--- src/rtl/riscv_mem_pkg.sv ---
// Shared types and default sizes for the unified instruction/data memory arbiter.
package riscv_mem_pkg;

  localparam int DEF_ADDR_W      = 32;
  localparam int DEF_DATA_W      = 32;
  localparam int DEF_MEM_LATENCY = 1;

  typedef enum logic [1:0] {IDLE, ISSUE, WAIT, RESP} arb_state_t;
  typedef enum logic {OWN_INSTR, OWN_DATA} arb_owner_t;

endpackage

--- src/rtl/riscv_mem_lat_counter.sv ---
// Down-counter that measures the fixed read latency of the memory macro.
module riscv_mem_lat_counter #(
  parameter int MEM_LATENCY = 1
) (
  input  logic clk,
  input  logic reset,
  input  logic load,
  input  logic dec,
  output logic zero
);

  localparam int CNT_W = $clog2(MEM_LATENCY + 1);

  logic [CNT_W-1:0] cnt;

  // Loading LATENCY-1 lets the zero flag line up with the cycle the read data is valid.
  always_ff @(posedge clk) begin
    if (reset) begin
      cnt <= '0;
    end else if (load) begin
      cnt <= CNT_W'(MEM_LATENCY - 1);
    end else if (dec && (cnt != '0)) begin
      cnt <= cnt - 1'b1;
    end
  end

  assign zero = (cnt == '0);

endmodule

--- src/rtl/riscv_mem_arbiter.sv ---
// Shares one single-port memory between instruction fetch and load/store,
// sequencing each access as IDLE -> ISSUE -> WAIT -> RESP with data given priority.
module riscv_mem_arbiter
  import riscv_mem_pkg::*;
#(
  parameter int ADDR_W      = DEF_ADDR_W,
  parameter int DATA_W      = DEF_DATA_W,
  parameter int MEM_LATENCY = DEF_MEM_LATENCY
) (
  input  logic                  clk,
  input  logic                  reset,
  input  logic                  i_req,
  input  logic [ADDR_W-1:0]     i_addr,
  output logic                  i_ack,
  output logic [DATA_W-1:0]     i_rdata,
  output logic                  i_stall,
  input  logic                  d_req,
  input  logic                  d_we,
  input  logic [DATA_W/8-1:0]   d_be,
  input  logic [ADDR_W-1:0]     d_addr,
  input  logic [DATA_W-1:0]     d_wdata,
  output logic                  d_ack,
  output logic [DATA_W-1:0]     d_rdata,
  output logic                  d_stall,
  output logic                  mem_en,
  output logic                  mem_we,
  output logic [DATA_W/8-1:0]   mem_be,
  output logic [ADDR_W-1:0]     mem_addr,
  output logic [DATA_W-1:0]     mem_wdata,
  input  logic [DATA_W-1:0]     mem_rdata
);

  arb_state_t state;
  arb_owner_t owner;
  logic       load_op;
  logic       cnt_zero;

  riscv_mem_lat_counter #(
    .MEM_LATENCY(MEM_LATENCY)
  ) u_lat_counter (
    .clk  (clk),
    .reset(reset),
    .load (state == ISSUE),
    .dec  (state == WAIT),
    .zero (cnt_zero)
  );

  assign i_stall = i_req & ~i_ack;
  assign d_stall = d_req & ~d_ack;

  always_ff @(posedge clk) begin
    if (reset) begin
      state     <= IDLE;
      owner     <= OWN_INSTR;
      load_op   <= 1'b0;
      mem_en    <= 1'b0;
      mem_we    <= 1'b0;
      mem_be    <= '0;
      mem_addr  <= '0;
      mem_wdata <= '0;
      i_ack     <= 1'b0;
      d_ack     <= 1'b0;
      i_rdata   <= '0;
      d_rdata   <= '0;
    end else begin
      mem_en <= 1'b0;
      mem_we <= 1'b0;
      i_ack  <= 1'b0;
      d_ack  <= 1'b0;
      case (state)
        IDLE: begin
          // A MEM-stage stall freezes the whole pipeline, so data always wins a tie.
          if (d_req) begin
            owner     <= OWN_DATA;
            load_op   <= ~d_we;
            mem_en    <= 1'b1;
            mem_we    <= d_we;
            mem_be    <= d_we ? d_be : '1;
            mem_addr  <= d_addr;
            mem_wdata <= d_wdata;
            state     <= ISSUE;
          end else if (i_req) begin
            owner    <= OWN_INSTR;
            load_op  <= 1'b1;
            mem_en   <= 1'b1;
            mem_we   <= 1'b0;
            mem_be   <= '1;
            mem_addr <= i_addr;
            state    <= ISSUE;
          end
        end
        ISSUE: begin
          state <= WAIT;
        end
        WAIT: begin
          if (cnt_zero) begin
            if (owner == OWN_INSTR) begin
              i_rdata <= mem_rdata;
              i_ack   <= 1'b1;
            end else begin
              if (load_op) begin
                d_rdata <= mem_rdata;
              end
              d_ack <= 1'b1;
            end
            state <= RESP;
          end
        end
        RESP: begin
          state <= IDLE;
        end
        default: begin
          state <= IDLE;
        end
      endcase
    end
  end

endmodule

--- config.mk ---
export PLATFORM = sky130hd
export DESIGN_NAME = riscv_mem_arbiter
export DESIGN_NICKNAME = d
export VERILOG_FILES = /design/src/rtl/riscv_mem_pkg.sv /design/src/rtl/riscv_mem_lat_counter.sv /design/src/rtl/riscv_mem_arbiter.sv
export SDC_FILE = /design/constraint.sdc
export NUM_CORES = 1
export LEC_CHECK = 0
export CORE_ASPECT_RATIO = 0.9
export CORE_MARGIN = 4
export CORE_UTILIZATION = 43
export DETAILED_ROUTE_END_ITERATION = 7
export PLACE_DENSITY = 0.83
export SYNTH_ARGS = -nofsm -noshare
export SYNTH_HDL_FRONTEND = slang
export SYNTH_SLANG_ARGS = --single-unit
--- constraint.sdc ---
create_clock -name clk -period 3 [get_ports clk]
set_input_delay 0.3 -clock clk [delete_from_list [all_inputs] [get_ports clk]]
set_output_delay 0.3 -clock clk [all_outputs]
set_load 0.05 [all_outputs]
Word-level counts from Yosys, hierarchy flattened
Index checks and enable logic that the tools add are counted.
{ "totals": {"input_bits": 137, "mem_bits_rw": 0, "mem_count": 0, "romBits": 0, "out_inout_bits": 138, "reg_bits": 141, "latchBits": 0, "word_cells": 58} }
{ "op_classes": {"n_lt_le_gt_ge": 0, "mul": 0, "shifts": 0, "eq_ne": 5, "div": 0, "n_reduce_logical": 12, "bitwise_logic": 10, "muxes": 17, "n_addsub": 1} }
{ "op_table": {"columns": ["cell", "count"], "rows": [
  ["$mux W32", 2],
  ["$mux W4", 3],
  ["$mux W1", 8],
  ["$not A1 Y1", 8],
  ["$pmux W2 S4", 1],
  ["$mux W2", 3],
  ["$reduce_and A2 Y1", 3],
  ["$reduce_or A3 Y1", 2],
  ["$eq A2 B2 Y1 const B", 2],
  ["$reduce_and A4 Y1", 1],
  ["$reduce_or A2 Y1", 2],
  ["$ne A3 B3 Y1 const B", 1],
  ["$reduce_and A3 Y1", 1],
  ["$and A1 B1 Y1", 2],
  ["$eq A2 B1 Y1 const B", 1],
  ["$logic_not A2 Y1", 1],
  ["$ne A2 B2 Y1 const B", 1],
  ["$reduce_bool A2 Y1", 1],
  ["$logic_and A1 B1 Y1", 1],
  ["$sub A1 B1 Y1 const B", 1]
]} }

Longest topological paths before layout
Gate-level depths: netlist of run 1.
{ "logic_depth": {"depth_word": 3, "depth_mapped": 7} }

Modules after synthesis
A second synthesis of run 1 with hierarchy kept.
{ "unflattened": {"hier_cells": 619, "hier_area_um2": 5338.9} }
{ "by_module_without_submodules": {"columns": ["module", "seq_area_each_um2", "area_each_um2", "cells_per_inst", "n_inst"], "rows": [
  ["riscv_mem_arbiter", 2802.7, 5300.1, 616, 1],
  ["riscv_mem_lat_counter", 20.0, 38.8, 3, 1]
]} }

Worst setup path before layout of run 1
OpenSTA, ideal clock, no wires.
{ "synth_path": {"kind": "in2out", "start": "input d_req", "end": "output d_stall", "arrival_time_ns": 1.378, "setup_slack_ns": 1.322, "cell_stages": 3, "cell_sequence": "buf_4 buf_4 nor2b_1"} }
{ "synth_between": {"elab_chain_len": 1} }
{ "synth_rtl": {"columns": ["element", "line", "text"], "rows": [
  ["from (decl)", "riscv_mem_arbiter.sv:17", "input logic d_req,"],
  ["$and A1 B1 Y1", "riscv_mem_arbiter.sv:49", "assign d_stall = d_req & ~d_ack;"],
  ["to (decl)", "riscv_mem_arbiter.sv:24", "output logic d_stall,"]
]} }
Every way passes these cells.

Worst setup path in the final report of run 1
{ "layout_path": {"start": "register state[0]", "end": "register i_rdata[31]"} }
{ "layout_between": {"elab_chain_len": 2} }
{ "layout_rtl": {"columns": ["element", "line", "text"], "rows": [
  ["from (decl)", "riscv_mem_arbiter.sv:33", "arb_state_t state;"],
  ["from (signal assigned)", "riscv_mem_arbiter.sv:53", "state <= IDLE;"],
  ["from (signal assigned)", "riscv_mem_arbiter.sv:81", "state <= ISSUE;"],
  ["from (signal assigned)", "riscv_mem_arbiter.sv:89", "state <= ISSUE;"],
  ["$eq A2 B2 Y1", "riscv_mem_arbiter.sv:70", "case (state)"],
  ["$reduce_and A3 Y1 (no line)", null, null],
  ["to (signal assigned)", "riscv_mem_arbiter.sv:98", "i_rdata <= mem_rdata;"],
  ["to (decl)", "riscv_mem_arbiter.sv:15", "output logic [DATA_W-1:0] i_rdata,"]
]} }
Every way passes these cells.
A chain may end at the register's enable or synchronous reset.

==> reports/results.txt, run 1 <==
Outcome -> finished clean
Max Cap Viol -> 0
Critical Path RT -> 3.33 ns
Die X -> 125.0 um
Critical-path cell list -> inv_1, ha_1, or3b_1, nand2_1, a21oi_1
DR vias -> 5320
R2R depth -> 5
Setup violations, final -> 0
VDD IR max -> 0.6316 mV
Final Hold Vio Count -> 0
Initial core utilization -> 44.02%
Total negative slack -> 0 ns
First-pass GRT wire length -> 26800 um
Multi-input logic area -> 2201 um2
CP top delay family -> simple AND/OR/NAND/NOR gates
Top-count cell post-synth -> nand2_1
Core footprint -> 12030 um2
Overflow left after global routing -> 0
Post-synth ARST share -> 0%
Top FF cell, synth -> dfxtp_1
Largest fanout on the critical path -> 32
CP bufs+invs -> 1
Final Max Slew Viols -> 0
CP Capture Type -> register
1st-pass router iterations -> 5
Clk pin slew, worst setup/hold paths -> 0.06 ns
Crit Path Class -> reg2reg
CP max-delay cell -> or3b_1
R2R Path End -> i_rdata[31]
Worst slew pin tran -> 1.117 ns
Post-route ant nets -> 0
Avg Inst Size Synth -> 8.499 um2
Mapped Nets -> 765
CTS tree -> done
RePlAce Congestion -> 0.7878
IO buf count -> 274
Register area -> 2823 um2
Nets -> 1018
Final WS setup -> 0.8454 ns
Clock buffer depth -> 2
DRC errors left -> 0
Period Utilization, post-route -> 71.82%
Reg2Reg Setup Slack -> 0.85 ns
Die extent in y -> 113.3 um
# hold bufs at CTS -> 0
Clk_skew -> 0.003937 ns
Pre-CTS setup slack -> 0.9303 ns
Io pins -> 275
1st-iter DRT viols -> 359
Avg WL per Cell -> 16.04 um
Synth unique cells -> 26
Post-CTS Resized -> 0
Register area share after synthesis -> 53.31%
Largest net degree at the start of global routing -> 75
RSZ-0062 raised after global routing -> false
Cell Area, Synth -> 5295 um2
Hold/Removal Path Class -> in2reg
CP max stage delay -> 0.93 ns
Clk root buf -> clkbuf_16
Post-synthesis cell count -> 623
Synth top area share -> 53.31%
Cell taking the most area after synthesis -> dfxtp_1
Vias per cell -> 5.071
Die ar. -> 14160 um2
Area contributors post-synth -> dfxtp_1 53%, nand2_1 14%, a21oi_1 9.3%
GRT Total Usage -> 23.57%
Headroom to the max-slew limit -> 25.55%
Setup crit end -> i_rdata[31]
TritonCTS buffer count -> 17
Diodes inserted -> 0
Minimum clock period -> 2.155 ns
F_max -> 464.1 MHz
Layout area overhead -> 63.45%
Min Hold Slack -> 0.3864 ns
Post-DP HPWL -> 12010 um
#FFs+latches synth -> 141
FILL cells -> 874
Post-CTS Setup Repair Bufs -> 0
Top post-synthesis cells by count -> 197 x nand2_1, 141 x dfxtp_1, 98 x a21oi_1, 41 x nor2_1
Rows -> 38
Number of global-route vias before repair -> 5398
Clock sink count -> 141
Startpoint Class -> register
CTS H-Tree Depth -> 4
PD cells -> 885.7 nW/um2
Layout cells sized above 1 -> 4.949%
Worst setup path start -> state[0]
Skew-Pair Late Insertion Delay -> 0.41 ns
Routed wire length -> 16830 um
Crit path arrival time -> 2.48 ns
WP depth -> 5
R2R Path Start -> state[0]
Yosys warning count -> 0
Leakage -> 3.186 nW
Initial antenna violation count -> 0
Post-synth EDFFs -> 0
[worst min-delay path, cell delays in order]
cell      delay (ns)
buf_2           0.17
mux2i_1         0.18
a211oi_1        0.09
[layout make-up]
cell class,instances,area share (%)
clock buffers,19,5.118
clock inverters,13,1.908
flip-flops and latches,141,32.62
repair buffers,283,32.53
inverters,2,0.08674
multi-input cells,431,25.43
well taps,160,2.313
[metrics by stage]
step | instances | cell area (um2) | util (%) | power (mW)
after floorplan | 623 | 5295 | - | 4.529
after global placement | 1017 | 8046 | 66.89 | 5.504
after detailed placement | 1017 | 8046 | 66.89 | 5.576
after CTS | 1049 | 8655 | 71.95 | 7.731
after global routing | 1049 | 8655 | 71.95 | 8.034
final | 1049 | 8655 | 71.95 | 7.665
[cells by family (layout without fill, tap and decap cells)]
group	after synthesis	count (layout)	share of synthesized area, %
adders and majority gates	5	5	1.181
DFF	141	141	53.31
and+or+nand+nor	259	259	19.66
AOI/OAI and AO/OA	134	134	14.34
muxes	33	33	6.238
buffers and inverters	51	317	5.269
[how the worst min path moves through the flow]
stage	cells past startpoint	startpoint	endpoint	slack, ns
2_1_floorplan	1	d_we	load_op	0.40
3_3_place_gp	2	i_rdata[5]	i_rdata[5]	0.44
3_5_place_dp	2	mem_wdata[26]	mem_wdata[26]	0.45
4_1_cts	3	d_req	mem_addr[2]	0.37
5_1_grt	3	d_req	mem_addr[2]	0.39
6_report	3	d_req	mem_addr[2]	0.39
[where the power goes]
part           leakage, nW  switching, mW  internal, mW
Clock                0.298          0.790          1.33
Sequential            1.15          0.197          2.23
Combinational         1.74           2.07          1.05
[routing by layer]
layer	up-vias	track usage [%]	wire length, um
met2	242	41.06	8536
met4	0	9.682	441
met5	-	0	0
li1	2589	-	-
met3	33	10.90	1601
met1	2456	24.76	6250
[registers in the layout (all words and copies together) (netlist names)]
| name | cells |
|---|---|
| d_ack | 1 |
| d_rdata | 32 |
| i_ack | 1 |
| i_rdata | 32 |
| load_op | 1 |
| mem_addr | 32 |
| mem_be | 4 |
| mem_en | 1 |
| mem_wdata | 32 |
| mem_we | 1 |
| owner | 1 |
| state | 2 |
| u_lat_counter.cnt | 1 |
[cell usage in the layout (no fill, tap or decap)]
master,synthesis,layout
a311oi_1,1,1
inv_6,0,2
dfxtp_1,141,141
clkinv_4,0,4
nand2b_1,2,2
nor4b_1,2,2
buf_2,22,1
nand4b_1,1,1
clkdlybuf4s50_1,0,272
o21ai_1,1,1
or3b_1,2,2
inv_1,2,2
and4b_1,1,1
nor3_1,8,8
nor4bb_1,1,1
clkbuf_16,0,17
mux2i_1,33,33
clkinvlp_4,0,1
clkbuf_8,0,1
clkbuf_1,12,1
clkinv_2,0,3
o21a_2,0,1
a211oi_1,33,33
buf_12,0,1
a21oi_1,98,98
bufinv_16,0,3
ha_1,5,5
buf_4,8,9
nor3b_4,0,1
nand2_1,197,197
nor2_1,41,41
and2_1,1,1
nor2b_1,2,2
(Power assumes the default switching activity.)
==> inputs of run 2 (changes only) <==
--- a/config.mk
+++ b/config.mk
@@ -7,9 +7,9 @@
 export LEC_CHECK = 0
 export CORE_ASPECT_RATIO = 0.9
 export CORE_MARGIN = 4
-export CORE_UTILIZATION = 43
+export CORE_UTILIZATION = 40
 export DETAILED_ROUTE_END_ITERATION = 7
-export PLACE_DENSITY = 0.83
+export PLACE_DENSITY = 0.78
 export SYNTH_ARGS = -nofsm -noshare
 export SYNTH_HDL_FRONTEND = slang
 export SYNTH_SLANG_ARGS = --single-unit
==> constraint.sdc (replaced) <==
create_clock -name clk -period 2.15 [get_ports clk]
set_input_delay 0.215 -clock clk [delete_from_list [all_inputs] [get_ports clk]]
set_output_delay 0.215 -clock clk [all_outputs]
set_load 0.05 [all_outputs]
==> run 2 against run 1 <==
Clock power is 30% higher. Final area grew 0.17%. Worst hold slack worse by 0.10 ns. Setup slack worse by 0.53 ns. Sequential share of layout area decreased by 0.056 points. Core utilization shrank 4.4 points. Register-to-register slack worse by 0.39 ns. Clock skew grew 0.0021 ns. Clock-buffer cell count grew 4. Die area up 7.0%. Critical path type is now reg2out. Critical endpoint is now i_ack. Largest cell class is now non-clock buffers.
==> reports/results.txt, run 2 (synthesized netlist as in run 1, its figures left out) <==
NetSw -> 4.258 mW
Power, Total -> 10.55 mW
1st-iter DRT viols -> 324
Overflow left after global routing -> 0
Worst slew pin tran -> 0.7178 ns
Startpoint Class -> register
RePlAce Congestion -> 0.8219
Critical-path cell list -> clkdlybuf4s50_1
Diodes inserted -> 0
CTS H-Tree Depth -> 4
Clock buffer depth -> 2
Largest fanout on the critical path -> 2
Clock sink count -> 141
Headroom to the max-slew limit -> 52.15%
Crit path arrival time -> 1.62 ns
Sequential Power Share -> 32.3%
TritonCTS buffer count -> 17
Core footprint -> 12830 um2
Initial core utilization -> 41.26%
F_max -> 545.2 MHz
Clk_skew -> 0.006076 ns
Clk pin slew, worst setup/hold paths -> 0.06 ns
Final Hold Vio Count -> 0
CP max-delay cell -> clkdlybuf4s50_1
Post-CTS Setup Repair Bufs -> 0
Final Max Slew Viols -> 0
PD cells -> 1217 nW/um2
CTS tree -> done
Vias per cell -> 4.994
CP bufs+invs -> 1
CP max stage delay -> 0.85 ns
GRT Total Usage -> 21.15%
Commonest non-fill, non-tap cell in the layout -> clkdlybuf4s50_1
VDD IR max -> 0.7465 mV
Hold/Removal Path Class -> in2reg
Post-route ant nets -> 0
Clk root buf -> clkbuf_16
CP top delay family -> buffers and inverters
First-pass GRT wire length -> 25030 um
Post-CTS Resized -> 0
FILL cells -> 992
CP Capture Type -> output pin
DR vias -> 5274
Combinational share of power -> 41.6%
Die X -> 129.3 um
Number of global-route vias before repair -> 5146
Max Cap Viol -> 0
Die ar. -> 15150 um2
Clk pwr share -> 26.1%
Finished Cell Area -> 8670 um2
Initial antenna violation count -> 0
1st-pass router iterations -> 5
Dpl cells -> 1024
Nets -> 1021
# hold bufs at CTS -> 0
Layout cells sized above 1 -> 5.269%
Placed Area -> 8107 um2
Io pins -> 275
Rows -> 39
Skew-Pair Late Insertion Delay -> 0.41 ns
Cell Int Power -> 6.295 mW
Total negative slack -> 0 ns
Min Hold Slack -> 0.2823 ns
Register area -> 2823 um2
Largest net degree at the start of global routing -> 68
Outcome -> finished clean
Crit Path Class -> reg2out
Non-filler cells, final -> 1056
Leakage -> 3.187 nW
Critical Path RT -> 1.93 ns
Setup violations, final -> 0
Most frequent cells in the layout -> 270 x clkdlybuf4s50_1, 197 x nand2_1, 141 x dfxtp_1
RSZ-0062 raised after global routing -> false
Die extent in y -> 117.2 um
Minimum clock period -> 1.834 ns
IO buf count -> 274
Avg WL per Cell -> 15.89 um
Layout area overhead -> 63.73%
Sw frac -> 40.35%
Routed wire length -> 16780 um
DRC errors left -> 0
Post-DP HPWL -> 12280 um
Period Utilization, post-route -> 85.31%
Multi-input logic area -> 2201 um2
[run 2: cell count changes in the layout (fill, tap and decap cells not counted)]
| cell | delta |
|---|---|
| bufinv_16 | -2 |
| clkbuf_1 | +2 |
| buf_12 | +3 |
| clkbuf_8 | +2 |
| clkdlybuf4s50_1 | -2 |
| clkinv_4 | -4 |
| clkinvlp_4 | +2 |
| buf_4 | +2 |
[run 2: worst paths after layout]
check | depth (start not counted) | start | slack, ns | endpoint
worst max-delay path | 1 | i_ack | 0.32 | i_ack
worst max register to register | 6 | state[0] | 0.46 | i_rdata[7]
worst min-delay path | 4 | d_req | 0.28 | mem_we
worst min register to register | 2 | mem_wdata[13] | 0.45 | mem_wdata[13]
[run 2: per-stage QoR]
| step | worst slack, ns | util, % |
|---|---|---|
| after global placement | 0.5182 | 63.17 |
| after floorplan | 0.6416 | - |
| final | 0.3158 | 67.55 |
| after detailed placement | 0.4024 | 63.17 |
| after CTS | 0.2869 | 67.55 |
| after global routing | 0.2621 | 67.55 |
[run 2: final cells by class]
type,count,share of cell area [%]
Clock buffer,23,5.513
Tap cell,164,2.367
Clock inverter,9,0.9814
Sequential cell,141,32.56
Timing Repair Buffer,286,33.11
Inverter,2,0.08659
Multi-Input combinational cell,431,25.39
[run 2: power by group through the flow]
stage	sequential, mW	clock (mW)	combinational [mW]
final	3.40	2.76	4.39
after CTS	3.40	2.79	4.42
after floorplan	5.01	0	1.31
after global routing	3.46	2.90	4.66
after global placement	3.42	0	4.30
after detailed placement	3.44	0	4.40
[run 2: routing by layer]
metal,track usage (%),vias to the layer above,routed length (um)
met2,36.50,238,8231
met4,7.768,0,332
met3,8.848,27,1766
met5,0,-,0
li1,-,2577,-
met1,23.48,2432,6447
